File: src/rtl/mc14500_pkg.sv
// mc14500_pkg
// Shared constants and types for the MC14500 program sequencer:
// opcode values seen on the ICU instruction bus, program counter width,
// return-stack depth and the sequencer state encoding.
package mc14500_pkg;

  localparam int PC_W      = 12;
  localparam int STK_DEPTH = 4;

  localparam logic [3:0] OP_NOPO = 4'h0;
  localparam logic [3:0] OP_JMP  = 4'hC;
  localparam logic [3:0] OP_RTN  = 4'hD;
  localparam logic [3:0] OP_NOPF = 4'hF;

  typedef enum logic {
    ST_RUN  = 1'b0,
    ST_HALT = 1'b1
  } seq_state_e;

endpackage

File: src/rtl/mc14500_retstack.sv
// mc14500_retstack
// LIFO return-address stack, STK_DEPTH entries of PC_W bits.
// Pushing while full discards the oldest entry so the most recent return
// addresses survive; popping while empty leaves the stack untouched.
// Ports:
//   clk        in   flops update on the falling edge
//   rst_n      in   asynchronous active-low reset, clears depth and entries
//   push       in   store push_data as the new top of stack
//   pop        in   remove the top of stack (push wins if both asserted)
//   push_data  in   [PC_W-1:0] address to store
//   pop_data   out  [PC_W-1:0] current top of stack (0 when empty)
//   full       out  depth == STK_DEPTH
//   empty      out  depth == 0
//   depth      out  [2:0] number of valid entries
module mc14500_retstack
  import mc14500_pkg::*;
(
  input  logic            clk,
  input  logic            rst_n,
  input  logic            push,
  input  logic            pop,
  input  logic [PC_W-1:0] push_data,
  output logic [PC_W-1:0] pop_data,
  output logic            full,
  output logic            empty,
  output logic [2:0]      depth
);

  localparam int IDX_W = $clog2(STK_DEPTH);

  logic [PC_W-1:0] stk_q [STK_DEPTH];
  logic [PC_W-1:0] stk_d [STK_DEPTH];
  logic [2:0]      depth_q, depth_d;
  logic [2:0]      top_idx;

  // Entry 0 is the oldest; the top of stack sits at index depth-1.
  assign top_idx  = depth_q - 3'd1;
  assign full     = (depth_q == 3'(STK_DEPTH));
  assign empty    = (depth_q == 3'd0);
  assign depth    = depth_q;
  assign pop_data = empty ? '0 : stk_q[top_idx[IDX_W-1:0]];

  always_comb begin
    stk_d   = stk_q;
    depth_d = depth_q;
    if (push) begin
      if (full) begin
        // Overflow: slide everything toward the bottom, dropping entry 0.
        for (int i = 0; i < STK_DEPTH - 1; i++) begin
          stk_d[i] = stk_q[i+1];
        end
        stk_d[STK_DEPTH-1] = push_data;
      end else begin
        stk_d[depth_q[IDX_W-1:0]] = push_data;
        depth_d = depth_q + 3'd1;
      end
    end else if (pop && !empty) begin
      depth_d = depth_q - 3'd1;
    end
  end

  always_ff @(negedge clk or negedge rst_n) begin
    if (!rst_n) begin
      depth_q <= 3'd0;
      for (int i = 0; i < STK_DEPTH; i++) begin
        stk_q[i] <= '0;
      end
    end else begin
      depth_q <= depth_d;
      stk_q   <= stk_d;
    end
  end

endmodule

File: src/rtl/mc14500_seq.sv
// mc14500_seq
// Program sequencer for an MC14500 ICU: holds the program counter, feeds
// the opcode to the ICU with zero fetch latency, and performs JMP/RTN
// through a 4-entry return stack. NOPF halts the sequencer until GO.
// Ports:
//   X2         in   system clock; all flops update on its falling edge
//   RSTb       in   asynchronous active-low reset
//   PROG_DATA  in   [15:0] program word at PROG_ADDR (opcode, operand)
//   JMP/RTN    in   ICU decodes for the executing instruction
//   FLAG_F     in   ICU NOPF decode, treated as halt request
//   GO         in   resume request while halted
//   PROG_ADDR  out  [11:0] program counter
//   I          out  [3:0] opcode to the ICU (NOPF while halted)
//   IO_ADDR    out  [7:0] I/O select, low byte of the program word
//   HALTED     out  sequencer is halted
//   STK_ERR    out  sticky return-stack overflow/underflow flag
//   SP         out  [2:0] return-stack depth
module mc14500_seq
  import mc14500_pkg::*;
(
  input  logic            X2,
  input  logic            RSTb,
  input  logic [15:0]     PROG_DATA,
  input  logic            JMP,
  input  logic            RTN,
  input  logic            FLAG_F,
  input  logic            GO,
  output logic [PC_W-1:0] PROG_ADDR,
  output logic [3:0]      I,
  output logic [7:0]      IO_ADDR,
  output logic            HALTED,
  output logic            STK_ERR,
  output logic [2:0]      SP
);

  seq_state_e      state_q, state_d;
  logic [PC_W-1:0] pc_q, pc_d;
  logic            stk_err_q, stk_err_d;

  logic            stk_push, stk_pop;
  logic [PC_W-1:0] stk_top;
  logic            stk_full, stk_empty;
  logic [PC_W-1:0] pc_inc;

  assign pc_inc = pc_q + PC_W'(1);

  mc14500_retstack u_retstack (
    .clk       (X2),
    .rst_n     (RSTb),
    .push      (stk_push),
    .pop       (stk_pop),
    .push_data (pc_inc),
    .pop_data  (stk_top),
    .full      (stk_full),
    .empty     (stk_empty),
    .depth     (SP)
  );

  // Controls are sampled on the falling edge while PROG_DATA still holds
  // the word the ICU latched on the preceding rising edge. Priority is
  // JMP > RTN > FLAG_F; the halt state ignores all three.
  always_comb begin
    state_d   = state_q;
    pc_d      = pc_q;
    stk_err_d = stk_err_q;
    stk_push  = 1'b0;
    stk_pop   = 1'b0;
    unique case (state_q)
      ST_RUN: begin
        if (JMP) begin
          pc_d     = PROG_DATA[PC_W-1:0];
          stk_push = 1'b1;
          if (stk_full) stk_err_d = 1'b1;
        end else if (RTN) begin
          if (stk_empty) begin
            pc_d      = pc_inc;
            stk_err_d = 1'b1;
          end else begin
            pc_d    = stk_top;
            stk_pop = 1'b1;
          end
        end else if (FLAG_F) begin
          state_d = ST_HALT;
        end else begin
          pc_d = pc_inc;
        end
      end
      ST_HALT: begin
        if (GO) begin
          pc_d    = pc_inc;
          state_d = ST_RUN;
        end
      end
      default: state_d = ST_RUN;
    endcase
  end

  always_ff @(negedge X2 or negedge RSTb) begin
    if (!RSTb) begin
      state_q   <= ST_RUN;
      pc_q      <= '0;
      stk_err_q <= 1'b0;
    end else begin
      state_q   <= state_d;
      pc_q      <= pc_d;
      stk_err_q <= stk_err_d;
    end
  end

  assign HALTED    = (state_q == ST_HALT);
  assign I         = HALTED ? OP_NOPF : PROG_DATA[15:12];
  assign IO_ADDR   = PROG_DATA[7:0];
  assign PROG_ADDR = pc_q;
  assign STK_ERR   = stk_err_q;

endmodule

File: config.mk
export PLATFORM = sky130hd
export DESIGN_NAME = mc14500_seq
export DESIGN_NICKNAME = d
export VERILOG_FILES = /design/src/rtl/mc14500_pkg.sv /design/src/rtl/mc14500_retstack.sv /design/src/rtl/mc14500_seq.sv
export SDC_FILE = /design/constraint.sdc
export NUM_CORES = 1
export LEC_CHECK = 0
export BUFFER_PORTS_ARGS = -buffer_cell sky130_fd_sc_hd__buf_2
export CAP_MARGIN = 10
export CORE_MARGIN = 2
export CORE_UTILIZATION = 50
export DETAILED_ROUTE_END_ITERATION = 16
export PLACE_DENSITY = 0.72
export SYNTH_ARGS = -nofsm -noshare
export SYNTH_HDL_FRONTEND = slang
export SYNTH_SLANG_ARGS = --single-unit
File: constraint.sdc
create_clock -name X2 -period 2.7 [get_ports X2]
set_input_delay 0.135 -clock X2 [delete_from_list [all_inputs] [get_ports X2]]
set_output_delay 0.135 -clock X2 [all_outputs]
set_load 0.05 [all_outputs]
== Word level (Yosys, flattened, before mapping) ==
Cells that the tools add are included.

* Memory bits (writable): 0
* Input bits: 22
* Memory bits (read-only): 0
* Output and inout bits: 29
* Register bits after elaboration: 65
* Bits in latches: 0
* Logic and storage cells: 64
* Memories: 0

* Reductions and logical operators: 10
* Equal/unequal tests: 5
* Bitwise gates (word level): 3
* $add $sub $neg: 3
* Divide/modulo/power cells: 0
* Mux-type cells: 32
* Multipliers: 0
* Shift-type cells: 0
* $lt $le $gt $ge: 3

{| class="wikitable"
|+ Operator list
! kind !! number
|-
| 12-bit two-way mux || 8
|-
| 48-bit bitwise mux || 1
|-
| 48-bit two-way mux || 1
|-
| 12-bit binary-select mux with 2-bit select || 1
|-
| 12-bit demux with 2-bit select || 1
|-
| 12-bit case mux with 2 select lines || 1
|-
| 1-bit two-way mux || 14
|-
| 12-bit by 1-bit adder with 12-bit output, second input constant || 1
|-
| 3-bit two-way mux || 3
|-
| 3-bit greater-or-equal comparator, second input constant || 2
|-
| 2-bit inverter with 3-bit output || 2
|-
| 2-bit nonzero test || 3
|-
| 4-bit two-way mux || 1
|-
| 2-bit != test, second input constant || 2
|-
| 4-bit != test, second input constant || 1
|-
| 2-bit AND reduction || 2
|-
| 4-bit AND reduction || 1
|-
| 3-bit by 1-bit adder with 3-bit output, second input constant || 1
|-
| 3-bit == test, second input constant || 1
|-
| 3-bit logical NOT || 1
|-
| 3-bit by 1-bit less-than comparator with 1-bit output, second input constant || 1
|-
| 3-bit by 1-bit subtractor with 3-bit output, second input constant || 1
|-
| 1-bit logical AND || 2
|-
| 2-bit by 1-bit != test with 1-bit output, second input constant || 1
|-
| other kinds (3) || 3
|}

== Logic depth before layout (Yosys ltp) ==
Gate-level depths: netlist (run 1).

* Depth after elaboration: 9
* Depth in mapped cells: 10
* Mapped depth without buffers: 7

== Modules after synthesis ==
Synthesis (run 1) repeated with hierarchy kept, for this count alone.

* Cell total of the unflattened synthesis: 395
* Area, all modules: 4036.4 um^2

{| class="wikitable"
|+ By module, submodules not included
! module !! seq. area each (um^2) !! times used !! area each (um^2) !! cells an instance
|-
| mc14500_retstack || 1276.2 || 1 || 2861.5 || 254
|-
| mc14500_seq || 350.3 || 1 || 1174.9 || 141
|}

==> impl_results.md, run 1 <==
* Initial cell density of the core at 51.4%
* Fin Hold WS at 0.425 ns
* Sequential-to-total area share from yosys stat at 41.0%
* Relative slew slack at 62.2%
* RSZ-0062 raised after global routing: true
* Final nets at 518
* CTS clk-pin slew, worst paths at 0.05 ns
* Kind of end point of the critical path: output pin
* Max-slew violations at 0
* DIE WIDTH at 93.1 µm
* ANT nets after route at 0
* Antenna violations before repair at 0
* Synthesized area per cell at 9.40 µm²
* Final Setup Violations at 2
* Placed Cells at 579
* Fillers at 637
* DRT Pass-1 Iters at 5
* WS Path Type: flip-flop to output pin
* Max Cap Viol at 0
* Post-DP HPWL at 8010 µm
* Layout cell share with drive strength beyond 1 at 28.0%
* Routability cong. at 0.879
* Layout overhead on the synthesized area at 19.4%
* Area contributors post-synth: dfrtn_1 (41%), mux4_2 (6.8%), o211ai_1 (4.9%)
* Row count at 32
* Worst slew pin tran at 0.563 ns
* CP Launch Type: flip-flop
* Root Driver: clkbuf_8
* Die Area at 8670 µm²
* Most area-hungry cell type in the Yosys netlist: dfrtn_1
* Maximum number of pins on one net before global-route repair at 66
* Initial drt markers at 272
* Hold crit path type: flip-flop to flip-flop
* GR Overflow Total at 0
* Crit path arrival time at 2.57 ns
* Synth warn at 0
* Total Power at 6070 µW
* GRT Total Usage at 27.3%
* Vias/cell at 6.09
* Pwr Density at 1280 nW/µm²
* Gate Count Post-Synth at 422
* Vias post-DR at 3621
* Count of cell types in the netlist at 59
* Syn nets at 452
* Post-synth EDFFs at 0
* CTS tree: built
* Die height at 93.1 µm
* Non-filler cells, final at 595
* Total wire length at 11200 µm
* Final hold vios at 0
* Remaining DRCs at 0
* Worst EP required at 2.57 ns
* Synth Register Bits at 65
* Clk_skew at 0.0100 ns
* Setup TNS at -0.00948 ns
* Hold Buf Count CTS at 0
* Port buffer count at 50
* Status: finished with violations
* WL/cell at 18.7 µm
* Cell area after synthesis at 3970 µm²
* Commonest cells post-synth: dfrtn_1 (65), nor2_1 (43), nand2_1 (34), o21ai_0 (29), o211ai_1 (26)
* Asr flop ratio synth at 100%
* Top cell type's share of synthesized area at 41.0%
* I/O pin cnt at 51
* Num CTS Buffers at 9
* Worst vdd ir at 0.472 mV
* Reg-to-Reg Start: u_retstack.depth[0]
* Global-route wire length before repair at 17900 µm
* Setup WS pre-CTS at -0.0668 ns
* Crit-path max FO at 7
* Crit path launch: HALTED
* Vias in the first global route at 3488
* Core region area at 7730 µm²
* P_leak at 0.00198 µW
* Cell with the most instances after synthesis: dfrtn_1
* Max clock buf depth at 2
* Failing checks: setup timing
* Worst skew pair latency at 0.34 ns
* H-tree depth at 3
* Clock sinks at 65
* Diode count at 0
* Top FF cell, synth: dfrtn_1
* Worst Hold Launch: STK_ERR
* Setup WS post-layout at -0.00810 ns
report_power, final:
group          switching (µW)  total (µW)  internal, µW
logic                    2000        3340          1350
registers                 404        1880          1470
clock network             398         847           448
routing by layer:
layer / vias up / part of all wire [%] / track usage, %
li1: 1677 / - / -
met1: 1735 / 42 / 36.5
met2: 182 / 48 / 44.6
met3: 27 / 7.9 / 4.67
met4: 0 / 2.2 / 10.4
met5: - / 0 / 0
sequential cells by signal, indices dropped and copies added (netlist names):
name / count
u_retstack.stk_q: 48
STK_ERR: 1
u_retstack.depth: 3
PROG_ADDR: 12
HALTED: 1
what timing repair did:
| item | in CTS | in global routing |
|---|---|---|
| gates resized for setup | 13 | 1 |
| pin swaps | 0 | 1 |
| setup buffers | 0 | 0 |
| setup endpoints to repair | 7 | 5 |
| gates cloned | 0 | 0 |
worst max-delay path, cell delays in order, from the launching register on:
cell and delay, ns:
dfrtn_1 0.43, or2_4 0.29, buf_8 0.15
cells in the final DEF (no fill, tap or decap), types with 12 or more instances in the layout:
master / synthesis / routed
a22oi_1: 12 / 12
a21oi_1: 24 / 24
buf_2: 13 / 44
o21ai_0: 29 / 29
o211ai_1: 26 / 26
nand2_1: 34 / 34
buf_4: 8 / 44
nor2_1: 43 / 43
dfrtn_1: 65 / 65
mux4_2: 12 / 12
metrics by stage:
step	util (%)	cell area, µm²
2_1_floorplan	-	4000
3_3_place_gp	58.2	4500
3_5_place_dp	58.2	4500
5_1_grt	61.3	4740
6_report	61.3	4740
4_1_cts	61.3	4730
cell type report:
type	instances	area (µm²)	share of cell area (%)
Clock inverter	5	55.1	1.16
Inverter	10	37.5	0.792
Clock buffer	11	141	2.98
Sequential cell	65	1630	34.3
Multi-Input combinational cell	309	2120	44.7
Timing Repair Buffer	93	631	13.3
Tap cell	102	128	2.69
path summary, 6_finish.rpt:
check	end	slack, ns	cells past startpoint
max	I[3]	-0.008	2
min	STK_ERR	0.43	1
max in group asynchronous	PROG_ADDR[7]	1.32	2
min in group asynchronous	STK_ERR	1.03	2
min reg2reg	STK_ERR	0.43	1
max reg2reg	PROG_ADDR[11]	0.24	6
cell families after synthesis:
kind of cell / Yosys count / synth area share, %
adder cells (fa/ha/maj): 8 / 2.52
multiplexers: 19 / 8.73
flip-flops: 65 / 41.0
buffers and inverters: 48 / 5.90
XOR/XNOR: 9 / 1.99
AND/OR/NAND/NOR: 138 / 18.1
AO/OA/AOI/OAI: 135 / 21.8
Note: power is estimated with default switching activity, not from simulation.
==> run 2, diff against run 1 <==
==> constraint.sdc (replaced) <==
create_clock -name X2 -period 2.7 [get_ports X2]
set_input_delay 0.54 -clock X2 [delete_from_list [all_inputs] [get_ports X2]]
set_output_delay 0.54 -clock X2 [all_outputs]
set_load 0.05 [all_outputs]
==> impl_results.md, run 2 (synthesis results as in run 1) <==
* Clock Power Share at 13.9% (about the same)
* Hold crit path type: flip-flop to flip-flop
* Routability cong. at 0.887 (+0.96%)
* Die Area at 8670 µm² (unchanged)
* Worst slew pin tran at 0.584 ns (+0.0211 ns)
* H-tree depth at 3 (unchanged)
* Critical Path Max Stage Delay at 0.56 ns (+0.13 ns)
* Switch share at 44.2% (-1.9 points)
* Crit-path max FO at 7 (unchanged)
* CTS tree: built
* RSZ-0062 raised after global routing: true
* Commonest non-fill, non-tap cells in the layout: dfrtn_1 (65), buf_4 (65), nor2_1 (42)
* Vias in the first global route at 3666 (+5.1%)
* Gr busiest metal: met2
* Pwr Density at 1260 nW/µm² (-1.4%)
* Remaining DRCs at 0 (unchanged)
* DRT Pass-1 Iters at 5 (unchanged)
* Clk_skew at 0.00835 ns (-0.00169 ns)
* DIE WIDTH at 93.1 µm (unchanged)
* Final hold vios at 0 (unchanged)
* Vias/cell at 6.01 (-1.3%)
* Initial drt markers at 351 (+29%)
* Worst skew pair latency at 0.33 ns (about the same)
* Post-Route Utilization at 68.6% (+7.3 points)
* GRT Total Usage at 28.5% (+1.2 points)
* Core region area at 7730 µm² (unchanged)
* WS Path Type: flip-flop to output pin
* Ordered cell list for the critical path: or2_4 > buf_8
* I/O pin cnt at 51 (unchanged)
* WL/cell at 19.2 µm (+2.4%)
* Relative slew slack at 60.8% (-1.4 points)
* Max-slew violations at 0 (unchanged)
* Met2 Resource Use GR at 46.8% (+2.2 points)
* Initial cell density of the core at 51.4% (unchanged)
* Post-DP HPWL at 8770 µm (+9.4%)
* Worst EP required at 2.16 ns (-0.41 ns)
* Kind of end point of the critical path: output pin
* Switching power at 2960 µW (+5.7%)
* Global-route wire length before repair at 19000 µm (+6.1%)
* Slowest-stage cell, CP: dfrtn_1
* Met3 usage at 4.75% (+0.081 points)
* Hold Buf Count CTS at 0 (unchanged)
* ANT nets after route at 0 (unchanged)
* Seq pwr share at 27.5% (-3.4 points)
* Final Setup Violations at 22 (+20)
* CP Launch Type: flip-flop
* Placed Cells at 599 (+3.5%)
* Antenna violations before repair at 0 (unchanged)
* Setup WS post-layout at -0.400 ns (-0.392 ns)
* Combinational power share at 58.6% (+3.5 points)
* Layout overhead on the synthesized area at 33.6%
* Row count at 32 (unchanged)
* Num CTS Buffers at 9 (unchanged)
* Diode count at 0 (unchanged)
* Max clock buf depth at 2 (unchanged)
* Status: finished with violations
* Crit path arrival time at 2.56 ns (about the same)
* CTS clk-pin slew, worst paths at 0.05 ns (about the same)
* Worst vdd ir at 0.480 mV (+1.5%)
* Area after DPL at 4730 µm² (+5.1%)
* Root Driver: clkbuf_8
* GR Overflow Total at 0 (unchanged)
* Clock sinks at 65 (unchanged)
* Largest register FFs at 48 (unchanged)
* Non-filler cells, final at 628 (+5.5%)
* Maximum number of pins on one net before global-route repair at 66 (unchanged)
* Failing checks: setup timing
* Final Instance Area at 5300 µm² (+12%)
* Final nets at 551 (+6.4%)
* Top reg by flops: u_retstack.stk_q
* Vias post-DR at 3772 (+4.2%)
* Die height at 93.1 µm (unchanged)
* Cell-internal power at 3730 µW (+14%)
* Max Cap Viol at 0 (unchanged)
* Port buffer count at 50 (unchanged)
* Layout cell share with drive strength beyond 1 at 36.7% (+8.7 points)
* Met1 usage in global routing at 38.7% (+2.2 points)
* P_leak at 0.00225 µW (+14%)
* Total wire length at 12100 µm (+8.1%)
[run 2: cell count changes in the layout (fill, tap and decap cells not counted), moves of 4 or more]
cell,before,now
o21ai_1,4,9
buf_12,1,5
buf_2,44,27
o21ai_0,29,23
buf_6,0,23
buf_4,44,65
[run 2: repair_timing]
action                                  CTS  global route
pin swaps                                12             9
setup buffers                            10             4
endpoints found under the setup margin   50            62
gates resized for setup                  60            14
cloned                                    0             0
[run 2: per-stage QoR]
| stage | hold WS [ns] | setup TNS, ns | setup slack, ns | power [µW] |
|---|---|---|---|---|
| detailed placement | 0.426 | -21.96 | -0.458 | 5400 |
| global placement | 0.418 | -20.49 | -0.385 | 5290 |
| CTS | 0.456 | -4.08 | -0.412 | 6570 |
| floorplan | 0.425 | -11.70 | -0.528 | 4210 |
| finish | 0.447 | -3.91 | -0.400 | 6690 |
| global route | 0.470 | -4.53 | -0.443 | 7050 |
[run 2: power by group through the flow]
stage / combinational, µW / clock, µW / sequential [µW]
finish: 3920 / 931 / 1840
global placement: 3500 / 0 / 1790
global route: 4190 / 982 / 1880
CTS: 3820 / 939 / 1820
floorplan: 2060 / 0 / 2150
detailed placement: 3590 / 0 / 1810
[run 2: path summary, 6_finish.rpt]
kind | startpoint | end | slack (ns) | cells past startpoint
max | HALTED | I[0] | -0.40 | 2
min | STK_ERR | STK_ERR | 0.45 | 1
max reg2reg | u_retstack.depth[0] | PROG_ADDR[9] | 0.20 | 9
min reg2reg | STK_ERR | STK_ERR | 0.45 | 1
max in group asynchronous | RSTb | u_retstack.stk_q[26] | 0.89 | 2
min in group asynchronous | RSTb | HALTED | 1.48 | 2
[run 2: area by class of cell]
cell class,instances,area [µm²]
repair buffers,126,1060
clock buffers,11,141
multi-input cells,309,2220
fillers,583,2430
flip-flops and latches,65,1630
clock inverters,5,78.8
inverters,10,37.5
well taps,102,128
[run 2: worst max-delay path, delay by kind of cell (launching register included)]
kind                   cells  cell delay [ns]
and+or+nand+nor            1             0.19
buffers and inverters      1             0.13
DFF                        1             0.56
[run 2: metal layers]
metal / vias to the layer above / share of wire (%) / wire length (µm)
met5: - / 0 / 0
met4: 0 / 1.7 / 206
met3: 20 / 7.4 / 889
met2: 166 / 48 / 5810
met1: 1832 / 43 / 5150
li1: 1754 / - / -
==> run 3, diff against run 2 <==
Settings changed: ABC_AREA from default to 1.
==> impl_results.md, run 3 <==
* WL/cell at 15.7 µm (-18%)
* Combinational power share at 57.5% (-1.1 points)
* Final Setup Violations at 21 (-4.5%)
* Worst skew pair latency at 0.33 ns (about the same)
* Clock sinks at 65 (unchanged)
* Commonest non-fill, non-tap cell in the layout: nand2_1
* GR Overflow Total at 0 (unchanged)
* Post-synth EDFFs at 0 (unchanged)
* I/O pin cnt at 51 (unchanged)
* CTS clk-pin slew, worst paths at 0.06 ns (about the same)
* Status: finished with violations
* CTS tree: built
* Synth Register Bits at 65 (unchanged)
* Maximum number of pins on one net before global-route repair at 32 (-52%)
* Slowest-stage cell, CP: dfrtn_1
* Num CTS Buffers at 9 (unchanged)
* Top cell type's share of synthesized area at 40.0% (-1.0 points)
* Crit path arrival time at 2.54 ns (-0.02 ns)
* Cell-internal power at 3620 µW (-3.1%)
* Die Area at 8880 µm² (+2.4%)
* GRT Total Usage at 27.9% (-0.55 points)
* Top FF cell, synth: dfrtn_1
* Critical Path Max Stage Delay at 0.55 ns (about the same)
* Antenna violations before repair at 0 (unchanged)
* Syn nets at 575 (+27%)
* Commonest non-fill, non-tap cells in the layout: nand2_1 (124), a21oi_1 (67), dfrtn_1 (65)
* Clk_skew at 0.00799 ns (-0.000357 ns)
* Seq pwr share at 25.8% (-1.7 points)
* Commonest cells post-synth: nand2_1 (125), a21oi_1 (67), dfrtn_1 (65), inv_1 (54), nand3_1 (46)
* Post-DP HPWL at 8420 µm (-4.0%)
* Vias in the first global route at 3991 (+8.9%)
* Asr flop ratio synth at 100% (unchanged)
* Setup WS post-layout at -0.382 ns (+0.0185 ns)
* Clock Power Share at 16.7% (+2.8 points)
* Core region area at 7810 µm² (+1.0%)
* Total wire length at 11600 µm (-3.8%)
* Relative slew slack at 67.4% (+6.7 points)
* Final Instance Area at 5200 µm² (-1.9%)
* ANT nets after route at 0 (unchanged)
* Remaining DRCs at 0 (unchanged)
* DRT Pass-1 Iters at 5 (unchanged)
* Cell area after synthesis at 4070 µm² (+2.5%)
* Diode count at 0 (unchanged)
* Initial cell density of the core at 52.1% (+0.76 points)
* Failing checks: setup timing
* Final hold vios at 0 (unchanged)
* Synthesized area per cell at 7.47 µm² (-21%)
* Initial drt markers at 394 (+12%)
* Routability cong. at 0.905 (+2.0%)
* Area contributors post-synth: dfrtn_1 (40%), nand2_1 (12%), a21oi_1 (8.2%)
* Switching power at 3220 µW (+8.9%)
* Worst slew pin tran at 0.489 ns (-0.0956 ns)
* Ordered cell list for the critical path: or2_4 > buf_8
* Vias/cell at 5.54 (-7.8%)
* Vias post-DR at 4086 (+8.3%)
* Max clock buf depth at 2 (unchanged)
* Switch share at 47.1% (+2.9 points)
* P_leak at 0.00260 µW (+15%)
* Global-route wire length before repair at 19300 µm (+1.4%)
* DIE WIDTH at 94.2 µm (+1.2%)
* Die height at 94.2 µm (+1.2%)
* Max Cap Viol at 0 (unchanged)
* Hold crit path type: flip-flop to flip-flop
* Synth warn at 0 (unchanged)
* Worst vdd ir at 0.754 mV (+57%)
* Max-slew violations at 0 (unchanged)
* Area after DPL at 4750 µm² (+0.48%)
* Count of cell types in the netlist at 36 (-39%)
* Cell with the most instances after synthesis: nand2_1
* Worst EP required at 2.16 ns (about the same)
* Root Driver: clkbuf_8
* Layout cell share with drive strength beyond 1 at 25.5% (-11 points)
* Crit-path max FO at 7 (unchanged)
* Placed Cells at 718 (+20%)
* Layout overhead on the synthesized area at 27.8%
* H-tree depth at 3 (unchanged)
* Non-filler cells, final at 738 (+18%)
* RSZ-0062 raised after global routing: true
* Gate Count Post-Synth at 545 (+29%)
* Pwr Density at 1320 nW/µm² (+4.2%)
* Port buffer count at 50 (unchanged)
* Top reg by flops: u_retstack.stk_q
* WS Path Type: flip-flop to output pin
* Sequential-to-total area share from yosys stat at 40.0% (-1.0 points)
* CP Launch Type: flip-flop
* Most area-hungry cell type in the Yosys netlist: dfrtn_1
* Largest register FFs at 48 (unchanged)
* Final nets at 661 (+20%)
* Kind of end point of the critical path: output pin
* Row count at 32 (unchanged)
==> run 3: cell type report <==
class | instances | area [µm²]
repair buffers | 106 | 898
well taps | 102 | 128
clock buffers | 10 | 138
fillers | 640 | 2610
multi-input cells | 384 | 2030
flip-flops and latches | 65 | 1630
clock inverters | 6 | 138
inverters | 65 | 244
==> run 3: power groups by stage <==
stage          clock (µW)  sequential [µW]  combinational (µW)
2_1_floorplan           0             2090                2190
3_3_place_gp            0             1720                3580
4_1_cts              1160             1750                3840
6_report             1140             1760                3940
5_1_grt              1190             1820                4270
3_5_place_dp            0             1740                3660
==> run 3: what timing repair did <==
action | CTS | global route
setup buffers | 2 | 2
gates resized for setup | 43 | 2
setup endpoints to repair | 21 | 22
hold buffers | 0 | 0
pin swaps | 1 | 1
==> run 3: stage by stage <==
stage | TNS [ns] | hold slack, ns | power (µW) | utilization, % | setup WS [ns]
after floorplan | -1.25 | 0.414 | 4280 | - | -0.307
after global placement | -10.78 | 0.417 | 5300 | 60.8 | -0.232
after detailed placement | -11.98 | 0.443 | 5400 | 60.8 | -0.253
after CTS | -3.90 | 0.445 | 6750 | 66.3 | -0.398
after global routing | -4.49 | 0.482 | 7280 | 66.6 | -0.442
final | -3.73 | 0.444 | 6840 | 66.6 | -0.382
==> run 3: kinds of logic after synthesis <==
logic type               after synthesis  share of synthesized area [%]
AND/OR/NAND/NOR                      231                           25.7
AO/OA/AOI/OAI                        141                           20.2
buffers and inverters                 96                           10.6
flip-flops                            65                           40.0
adder cells (fa/ha/maj)                8                           2.46
multiplexers                           3                          0.830
XOR/XNOR                               1                          0.215
==> run 3: final timing paths <==
check | start | endpoint | slack (ns) | cells after the start
worst min-delay path | u_retstack.stk_q[0] | u_retstack.stk_q[0] | 0.44 | 2
worst max register to register | u_retstack.depth[0] | u_retstack.stk_q[13] | 0.21 | 10
min in group asynchronous | RSTb | STK_ERR | 1.34 | 1
worst max-delay path | HALTED | I[0] | -0.38 | 2
max in group asynchronous | RSTb | PROG_ADDR[7] | 0.90 | 2
worst min register to register | u_retstack.stk_q[0] | u_retstack.stk_q[0] | 0.44 | 2
==> run 3: critical path: cells and delay by family (launching register included) <==
| kind | cells | cell delay [ns] |
|---|---|---|
| flip-flops | 1 | 0.55 |
| AND/OR/NAND/NOR | 1 | 0.18 |
| buffers and inverters | 1 | 0.14 |
==> run 3: metal layers <==
metal | vias to the layer above | share of wire, % | track usage, %
met2 | 192 | 47 | 44.0
li1 | 1962 | - | -
met4 | 0 | 1.4 | 10.1
met1 | 1914 | 45 | 38.7
met5 | - | 0 | 0
met3 | 18 | 6.6 | 4.74
